===== config.mk =====
export PLATFORM = sky130hd
export DESIGN_NAME = instr_fe
export DESIGN_NICKNAME = d
export VERILOG_FILES = /design/src/rtl/instr_fe_pkg.sv /design/src/rtl/instr_fe_skid.sv /design/src/rtl/instr_fe.sv
export SDC_FILE = /design/constraint.sdc
export NUM_CORES = 1
export LEC_CHECK = 0
export ABC_CLOCK_PERIOD_IN_PS = 4340
export CORE_MARGIN = 2
export CORE_UTILIZATION = 45
export DETAILED_ROUTE_END_ITERATION = 7
export GPL_ROUTABILITY_DRIVEN = 0
export GPL_TIMING_DRIVEN = 1
export PLACE_DENSITY = 0.72
export REMOVE_ABC_BUFFERS = 1
export SYNTH_ARGS = -nofsm -noshare
export SYNTH_HDL_FRONTEND = slang
export SYNTH_HIERARCHICAL = 1
export SYNTH_SLANG_ARGS = --single-unit

===== constraint.sdc =====
create_clock -name clk -period 4.34 [get_ports clk]
set_input_delay 0.868 -clock clk [delete_from_list [all_inputs] [get_ports clk]]
set_output_delay 0.868 -clock clk [all_outputs]
set_load 0.005 [all_outputs]

===== src/rtl/instr_fe_pkg.sv =====
// Shared fetch-stage definitions: reset PC, NOP encoding, PC step and FSM state encoding.
package instr_fe_pkg;

    localparam int unsigned PcWidth = 32;
    localparam logic [PcWidth-1:0] PcResetDefault = 32'h0000_0000;
    localparam logic [31:0] NopInstr = 32'h0000_0013;
    localparam logic [PcWidth-1:0] PcIncr = 32'd4;

    typedef enum logic [1:0] {
        StFetch    = 2'd0,
        StDiscard  = 2'd1,
        StBuffered = 2'd2
    } fe_state_e;

    // Redirect targets are word aligned; bits [1:0] are dropped.
    function automatic logic [PcWidth-1:0] align_pc(input logic [PcWidth-1:0] addr);
        return addr & ~32'h3;
    endfunction

endpackage


===== src/rtl/instr_fe_skid.sv =====
// One-entry {instr, pc} skid buffer; holds a response that arrived while decode stalled.
module instr_fe_skid
    import instr_fe_pkg::*;
(
    input  logic               clk,
    input  logic               rst,
    input  logic               load,
    input  logic               drain,
    input  logic               clear,
    input  logic [31:0]        in_instr,
    input  logic [PcWidth-1:0] in_pc,
    output logic               valid,
    output logic [31:0]        out_instr,
    output logic [PcWidth-1:0] out_pc
);

    logic               valid_q;
    logic [31:0]        instr_q;
    logic [PcWidth-1:0] pc_q;

    always_ff @(posedge clk or posedge rst) begin
        if (rst) begin
            valid_q <= 1'b0;
            instr_q <= NopInstr;
            pc_q    <= '0;
        end else begin
            if (clear || drain) begin
                valid_q <= 1'b0;
            end else if (load) begin
                valid_q <= 1'b1;
            end
            if (load && !clear) begin
                instr_q <= in_instr;
                pc_q    <= in_pc;
            end
        end
    end

    assign valid     = valid_q;
    assign out_instr = instr_q;
    assign out_pc    = pc_q;

endmodule


===== src/rtl/instr_fe.sv =====
// RV32I fetch stage: PC register, single-outstanding imem handshake, redirect/flush/stall handling.
module instr_fe
    import instr_fe_pkg::*;
#(
    parameter logic [31:0] PC_RESET  = PcResetDefault,
    parameter logic [31:0] NOP_INSTR = NopInstr
) (
    input  logic        clk,
    input  logic        rst,
    output logic        imem_req,
    output logic [31:0] imem_addr,
    input  logic [31:0] imem_data,
    input  logic        imem_ack,
    output logic [31:0] instr,
    output logic [31:0] pc,
    output logic        clk_en,
    input  logic        prev_stall,
    input  logic        prev_flush,
    input  logic        change_pc,
    input  logic [31:0] new_pc
);

    fe_state_e   state_q, state_d;
    logic [31:0] fetch_pc_q, fetch_pc_d;
    logic [31:0] redirect_q, redirect_d;
    logic        req_q, req_d;
    logic [31:0] instr_q, instr_d;
    logic [31:0] pc_q, pc_d;
    logic        clk_en_q, clk_en_d;

    logic        ack_v;
    logic        skid_load, skid_drain, skid_clear;
    logic        skid_valid;
    logic [31:0] skid_instr, skid_pc;

    // Acks only count against a live request; stale acks after reset are ignored.
    assign ack_v = imem_ack & req_q;

    instr_fe_skid u_skid (
        .clk       (clk),
        .rst       (rst),
        .load      (skid_load),
        .drain     (skid_drain),
        .clear     (skid_clear),
        .in_instr  (imem_data),
        .in_pc     (fetch_pc_q),
        .valid     (skid_valid),
        .out_instr (skid_instr),
        .out_pc    (skid_pc)
    );

    always_comb begin
        state_d    = state_q;
        fetch_pc_d = fetch_pc_q;
        redirect_d = redirect_q;
        instr_d    = instr_q;
        pc_d       = pc_q;
        clk_en_d   = clk_en_q;
        skid_load  = 1'b0;
        skid_drain = 1'b0;
        skid_clear = 1'b0;

        if (change_pc) begin
            clk_en_d   = 1'b0;
            instr_d    = NOP_INSTR;
            skid_clear = 1'b1;
            if (!req_q || ack_v) begin
                fetch_pc_d = align_pc(new_pc);
                state_d    = StFetch;
            end else begin
                // Request still in flight: its response must be dropped first.
                redirect_d = align_pc(new_pc);
                state_d    = StDiscard;
            end
        end else begin
            case (state_q)
                StFetch: begin
                    if (prev_stall) begin
                        if (ack_v) begin
                            skid_load  = 1'b1;
                            fetch_pc_d = fetch_pc_q + PcIncr;
                            state_d    = StBuffered;
                        end
                    end else if (prev_flush) begin
                        clk_en_d   = 1'b0;
                        instr_d    = NOP_INSTR;
                        skid_clear = 1'b1;
                        if (ack_v) begin
                            fetch_pc_d = fetch_pc_q + PcIncr;
                        end
                    end else if (ack_v) begin
                        instr_d    = imem_data;
                        pc_d       = fetch_pc_q;
                        clk_en_d   = 1'b1;
                        fetch_pc_d = fetch_pc_q + PcIncr;
                    end else begin
                        clk_en_d = 1'b0;
                    end
                end
                StDiscard: begin
                    if (!prev_stall) begin
                        clk_en_d = 1'b0;
                        if (prev_flush) begin
                            instr_d    = NOP_INSTR;
                            skid_clear = 1'b1;
                        end
                    end
                    if (ack_v) begin
                        fetch_pc_d = redirect_q;
                        state_d    = StFetch;
                    end
                end
                StBuffered: begin
                    if (!prev_stall) begin
                        if (prev_flush || !skid_valid) begin
                            clk_en_d   = 1'b0;
                            instr_d    = NOP_INSTR;
                            skid_clear = 1'b1;
                        end else begin
                            instr_d    = skid_instr;
                            pc_d       = skid_pc;
                            clk_en_d   = 1'b1;
                            skid_drain = 1'b1;
                        end
                        state_d = StFetch;
                    end
                end
                default: begin
                    state_d = StFetch;
                end
            endcase
        end

        // Request stays up in every state except while the skid holds an instruction.
        req_d = (state_d != StBuffered);
    end

    always_ff @(posedge clk or posedge rst) begin
        if (rst) begin
            state_q    <= StFetch;
            fetch_pc_q <= PC_RESET;
            redirect_q <= PC_RESET;
            req_q      <= 1'b0;
            instr_q    <= NOP_INSTR;
            pc_q       <= PC_RESET;
            clk_en_q   <= 1'b0;
        end else begin
            state_q    <= state_d;
            fetch_pc_q <= fetch_pc_d;
            redirect_q <= redirect_d;
            req_q      <= req_d;
            instr_q    <= instr_d;
            pc_q       <= pc_d;
            clk_en_q   <= clk_en_d;
        end
    end

    assign imem_req  = req_q;
    assign imem_addr = fetch_pc_q;
    assign instr     = instr_q;
    assign pc        = pc_q;
    assign clk_en    = clk_en_q;

endmodule


==> flow_metrics.py, run 1 <==
metrics = {
    "global_routing": {
        "grt_pass1_wl_um": 40900,
        "gr-usage-all-layers_pct": 21.67,
        "overflow": 0,
        "grt_max_degree": 74,
        "grt_antenna_before_repair": 0,
        "grt_pass1_vias": 7553,
    },
    "final_layout": {
        "antenna_cells": 0,
        "area_delta_synth_final_pct": 23.47,
        "nNetsFinal": 1073,
        "drive_above_1_share_pct": 25.47,
    },
    "floorplanning": {
        "dieArea_sq_um": 23490,
        "die_w_um": 153.3,
        "start_util_pct": 45.95,
        "die_h_um": 153.3,
        "coreArea_sq_um": 21820,
        "io_pins": 168,
        "row_count": 54,
    },
    "worst_setup_path": {
        "crit_path_end_kind": "flip-flop",
        "path_class": "input port to flip-flop",
        "cp_max_fo": 44,
        "arrival_ns": 3.45,
        "start_kind": "input port",
        "cp.required_ns": 4.66,
    },
    "timing": {
        "timing.fmax_mhz": 319.0,
        "period_needed_ns": 3.135,
        "setup_viol": 0,
        "hold_violations": 0,
        "rsz0062_at_grt": "false",
        "fin_tns_setup_ns": 0,
        "final_max_slew_viol_count": 0,
        "min_period_over_period_pct": 72.24,
        "skew_ns": 0.01211,
        "maxSlewHeadroom_pct": 36.28,
        "worst_pin_slew_ns": 0.9470,
    },
    "detailed_routing": {
        "avgViaCountPerCell": 5.766,
        "ant_nets": 0,
        "via_count": 7432,
        "routed_wirelength_um": 25250,
        "drt-initial-drc-count": 429,
        "wl_per_cell_um": 19.59,
        "remaining_drc_errors": 0,
        "firstDrtPassIters": 5,
    },
    "logic_synthesis": {
        "synth_area_leader_cell": "dfrtp_1",
        "synthCells": 854,
        "synth_seq_cells": 193,
        "synthDistinctLibCells": 70,
        "synth_most_common_cell": "dfrtp_1",
        "synth_edf_count": 0,
        "synth_top_flop_cell": "dfrtp_1",
        "syn_area_sq_um": 10030,
        "syn_area_per_cell_sq_um": 11.74,
        "synth_top_area_share_pct": 46.66,
        "ys_async_sr_fraction_pct": 100.0,
        "yosysWarnings": 6,
        "yosysSeqAreaShare_pct": 48.23,
        "synth_common_cells": "dfrtp_1, mux2_2, mux2_4",
        "synth.top_cells.by_area": "dfrtp_1, mux2_2, mux2_4",
    },
    "clocking": {
        "clock_latency_ns": 0.43,
        "post_cts_resize_count": 0,
        "cts_hold_buffers": 0,
        "clock_sinks": 193,
        "cts-root-buf": "clkbuf_16",
        "cts_buffers": 17,
        "postCtsSetupRepairBufs": 0,
        "clk_path_buf_depth": 2,
        "cts.reportedPaths.clkPinSlew_ns": 0.08,
        "htreeDepth": 4,
        "cts_tree": "built",
    },
    "place": {
        "port_buffers": 163,
        "dp_hpwl_um": 16580,
    },
    "pwr": {
        "comb_power_share_pct": 31.4,
        "p_sw_share_pct": 30.15,
        "p_total_w": 0.006355,
        "p_leak_nw": 5.135,
        "p_int_w": 0.004439,
        "ir_drop_mv": 0.2890,
        "powerDensity_nw_per_um2": 513.3,
        "seq_power_share_pct": 44.3,
        "power_switching_w": 0.001916,
        "clkPwrFrac_pct": 24.3,
    },
    "status": {
        "status": "finished clean",
    },
    "run": {
        "max_cap_violations": 0,
    },
    "min_path": {
        "hold_path.class": "flip-flop to flip-flop",
    },
}
[kinds of logic after synthesis]
kind of cell | Yosys count | share of synthesized area, %
DFF | 193 | 48.23
AOI/OAI and AO/OA | 164 | 11.33
and+or+nand+nor | 217 | 11.48
buffers and inverters | 81 | 4.591
other | 1 | 0.03739
xor gates and xnor gates | 4 | 0.3494
adders and majority gates | 6 | 0.7486
muxes | 188 | 23.23
[power groups by stage]
stage          combinational (W)  clock (W)  sequential (W)
2_1_floorplan            0.00113          0         0.00275
3_3_place_gp             0.00196          0         0.00282
3_5_place_dp             0.00201          0         0.00283
4_1_cts                  0.00201    0.00158         0.00281
5_1_grt                  0.00216    0.00165         0.00290
6_report                 0.00200    0.00154         0.00282
[sequential cells by signal, summed over array words and instances (netlist names)]
signal            count
u_skid/out_pc        32
state_q               2
redirect_q           30
u_skid/valid          1
clk_en                1
pc                   32
imem_req              1
instr                32
u_skid/out_instr     32
imem_addr            30
[path summary, 6_finish.rpt]
path	from	end	slack, ns	cells past startpoint
setup / recovery	prev_stall	u_skid/out_pc[23]	1.20	6
hold / removal	redirect_q[17]	redirect_q[17]	0.48	2
setup reg to reg	state_q[0]	u_skid/out_instr[5]	1.31	7
hold reg to reg	redirect_q[17]	redirect_q[17]	0.48	2
max in group asynchronous	rst	u_skid/out_instr[3]	2.44	3
min in group asynchronous	rst	u_skid/out_instr[16]	0.89	2
[worst max-delay path: stages]
cell and delay (ns):
clkdlybuf4s50_1 0.57, nand3_1 0.14, nor3_1 0.23, nor2b_4 0.78
buf_12 0.42, mux2_2 0.39
[final cells by class]
class / count / area (sq um)
sequential: 193 / 4837
clock inverter: 13 / 126.4
multi-input combinational: 583 / 4765
timing repair buffer: 185 / 1804
fill: 1822 / 9442
clock buffer: 18 / 429.2
inverter: 17 / 70.07
tap: 280 / 350.3
[per-stage QoR]
stage | hold WS, ns | cells | setup WS [ns] | cell area, sq um | utilization, %
global placement | 0.4628 | 1258 | 0.7989 | 11830 | 54.19
floorplan | 0.4501 | 793 | 0.06432 | 9643 | -
CTS | 0.4893 | 1289 | 1.222 | 12380 | 56.74
global route | 0.5151 | 1289 | 1.127 | 12380 | 56.74
detailed placement | 0.4727 | 1258 | 0.7542 | 11830 | 54.19
finish | 0.4847 | 1289 | 1.205 | 12380 | 56.74
[routing by layer]
layer	vias to the layer above	wire (um)	global-route usage, %
met5	-	0	0
met4	0	251	5.335
li1	3426	-	-
met2	247	12140	36.05
met3	20	1394	4.593
met1	3739	11470	29.02
[cells in the final DEF, fill, tap and decap left out, types with 4 or more instances in the layout]
master           count
o41ai_1              4
ha_1                 5
clkbuf_16           17
o311ai_0             5
o21ai_0             34
inv_1               15
a22o_1              11
nor2_1              54
nand2_1             48
nor3b_1              5
nand2b_1             8
mux2_4              60
nor3_1              19
inv_6                6
mux2_2             118
o21a_1               7
nand3_1             13
nand4_1             15
nor4_1               8
a211oi_1             6
a21oi_1             28
buf_4               21
a22oi_1             28
mux2i_1             10
or3_1                5
dfstp_2              6
or3b_2               4
o211ai_1             6
dfrtp_1            187
nor2b_1              6
and3_1               8
conb_1               4
clkdlybuf4s50_1    162
clkinv_2             4
No activity file was read; power rests on OpenSTA's default activity.
==> run 2, diff against run 1 <==
ABC_CLOCK_PERIOD_IN_PS = 3200   (was 4340)
PLACE_DENSITY = 0.69   (was 0.72)
clock period = 3.2 ns   (was 4.34 ns; I/O delays follow)
==> run 2 against run 1 <==
Die area is the same. Final cell count grew 0.31%. Combinational power grew 36%. Utilization increased by 0.63 points. Sequential share of layout area shrank 0.43 points. Critical endpoint is now u_skid/out_pc[29]. Largest cell class unchanged.
==> flow_metrics.py, run 2 (synthesized netlist as in run 1, its figures left out) <==
metrics = {
    "status": {
        "status": "finished clean",
    },
    "worst_setup_path": {
        "cp_max_fo": 32,
        "start_kind": "flip-flop",
        "cp.required_ns": 3.52,
        "crit_path_end_kind": "flip-flop",
        "path_class": "flip-flop to flip-flop",
        "arrival_ns": 2.82,
    },
    "timing": {
        "final_max_slew_viol_count": 0,
        "worst_pin_slew_ns": 0.8318,
        "skew_ns": 0.01224,
        "maxSlewHeadroom_pct": 44.43,
        "period_needed_ns": 2.496,
        "timing.fmax_mhz": 400.6,
        "hold_violations": 0,
        "layout_setup_ws_ns": 0.7037,
        "min_period_over_period_pct": 78.01,
        "setup_viol": 0,
        "rsz0062_at_grt": "false",
    },
    "final_layout": {
        "design_area_sq_um": 12520,
        "layout_common_cells": "dfrtp_1, clkdlybuf4s50_1, mux2_2, mux2_4, nor2_1",
        "mostFrequentLayoutCell": "dfrtp_1",
        "seqCellArea_sq_um": 4837,
        "drive_above_1_share_pct": 25.79,
        "n_fill_cell": 1833,
        "multi_input_area_sq_um": 4765,
        "nNetsFinal": 1075,
        "area_delta_synth_final_pct": 24.84,
    },
    "global_routing": {
        "gr-usage-all-layers_pct": 21.82,
        "grt_max_degree": 66,
        "grt_antenna_before_repair": 0,
        "overflow": 0,
        "grt_pass1_vias": 7563,
        "grt_pass1_wl_um": 41100,
    },
    "detailed_routing": {
        "wl_per_cell_um": 19.29,
        "ant_nets": 0,
        "firstDrtPassIters": 5,
        "drt-initial-drc-count": 484,
        "via_count": 7345,
        "remaining_drc_errors": 0,
        "avgViaCountPerCell": 5.681,
        "routed_wirelength_um": 24940,
    },
    "place": {
        "port_buffers": 163,
        "pre_cts_slack_ns": 0.4571,
        "place_area_sq_um": 11920,
        "dp_hpwl_um": 16230,
    },
    "clocking": {
        "cts_tree": "built",
        "clock_sinks": 193,
        "cts_buffers": 17,
        "htreeDepth": 4,
        "postCtsSetupRepairBufs": 0,
        "cts.reportedPaths.clkPinSlew_ns": 0.08,
        "clock_latency_ns": 0.44,
        "cts-root-buf": "clkbuf_16",
        "cts_hold_buffers": 0,
        "clk_path_buf_depth": 2,
        "post_cts_resize_count": 0,
    },
    "floorplanning": {
        "die_h_um": 153.3,
        "io_pins": 168,
        "die_w_um": 153.3,
        "coreArea_sq_um": 21820,
        "start_util_pct": 45.95,
        "row_count": 54,
        "dieArea_sq_um": 23490,
    },
    "min_path": {
        "hold_path.class": "flip-flop to flip-flop",
    },
    "pwr": {
        "clkPwrFrac_pct": 25.1,
        "comb_power_share_pct": 31.1,
        "p_leak_nw": 5.190,
        "p_sw_share_pct": 30.15,
        "powerDensity_nw_per_um2": 696.7,
        "power_switching_w": 0.002630,
        "p_int_w": 0.006092,
        "ir_drop_mv": 0.3990,
        "seq_power_share_pct": 43.8,
    },
    "run": {
        "max_cap_violations": 0,
    },
}
run 2: cell type report:
class | count | share of cell area, %
Tap cell | 280 | 2.798
Inverter | 17 | 0.5497
Multi-Input combinational cell | 583 | 38.06
Timing Repair Buffer | 187 | 15.13
Sequential cell | 193 | 38.64
Clock buffer | 19 | 3.618
Clock inverter | 13 | 1.189
Antenna cell | 1 | 0.01999
run 2: power by group through the flow:
stage / clock network, W / registers, W / logic [W]
finish: 0.00219 / 0.00382 / 0.00271
global route: 0.00234 / 0.00394 / 0.00295
CTS: 0.00224 / 0.00382 / 0.00274
detailed placement: 0 / 0.00385 / 0.00273
global placement: 0 / 0.00383 / 0.00267
floorplan: 0 / 0.00373 / 0.00153
run 2: metrics by stage:
step                      instances  setup TNS, ns  hold slack (ns)  utilization, %  total power, W
final                          1293              0           0.4929           57.37        0.008722
after global routing           1292              0           0.5162           57.36        0.009236
after CTS                      1292              0           0.4901           57.36        0.008798
after detailed placement       1260              0           0.4734           54.60        0.006576
after global placement         1260              0           0.4666           54.60        0.006506
after floorplan                 793        -142.40           0.4501               -        0.005252
run 2: worst max-delay path: stages, from the launching register on:
cell     delay [ns]
dfrtp_1        0.42
inv_1          0.15
ha_2           0.28
buf_4          0.33
nor2_1         0.09
o41ai_1        0.28
buf_4          0.19
nor2b_4        0.05
buf_12         0.17
mux2_4         0.34
run 2: worst paths after layout:
| path | start | end | slack, ns | cells past startpoint |
|---|---|---|---|---|
| worst max-delay path | state_q[0] | u_skid/out_pc[29] | 0.70 | 9 |
| worst min-delay path | redirect_q[28] | redirect_q[28] | 0.49 | 2 |
| worst max register to register | state_q[0] | u_skid/out_pc[29] | 0.70 | 9 |
| worst min register to register | redirect_q[28] | redirect_q[28] | 0.49 | 2 |
| max in group asynchronous | rst | instr[4] | 1.84 | 3 |
| min in group asynchronous | rst | instr[20] | 0.67 | 2 |
run 2: layer usage:
metal	wire (um)	GRT usage (%)
met1	11590	29.55
met4	341	6.570
met5	0	0
met3	1305	5.047
met2	11700	35.03
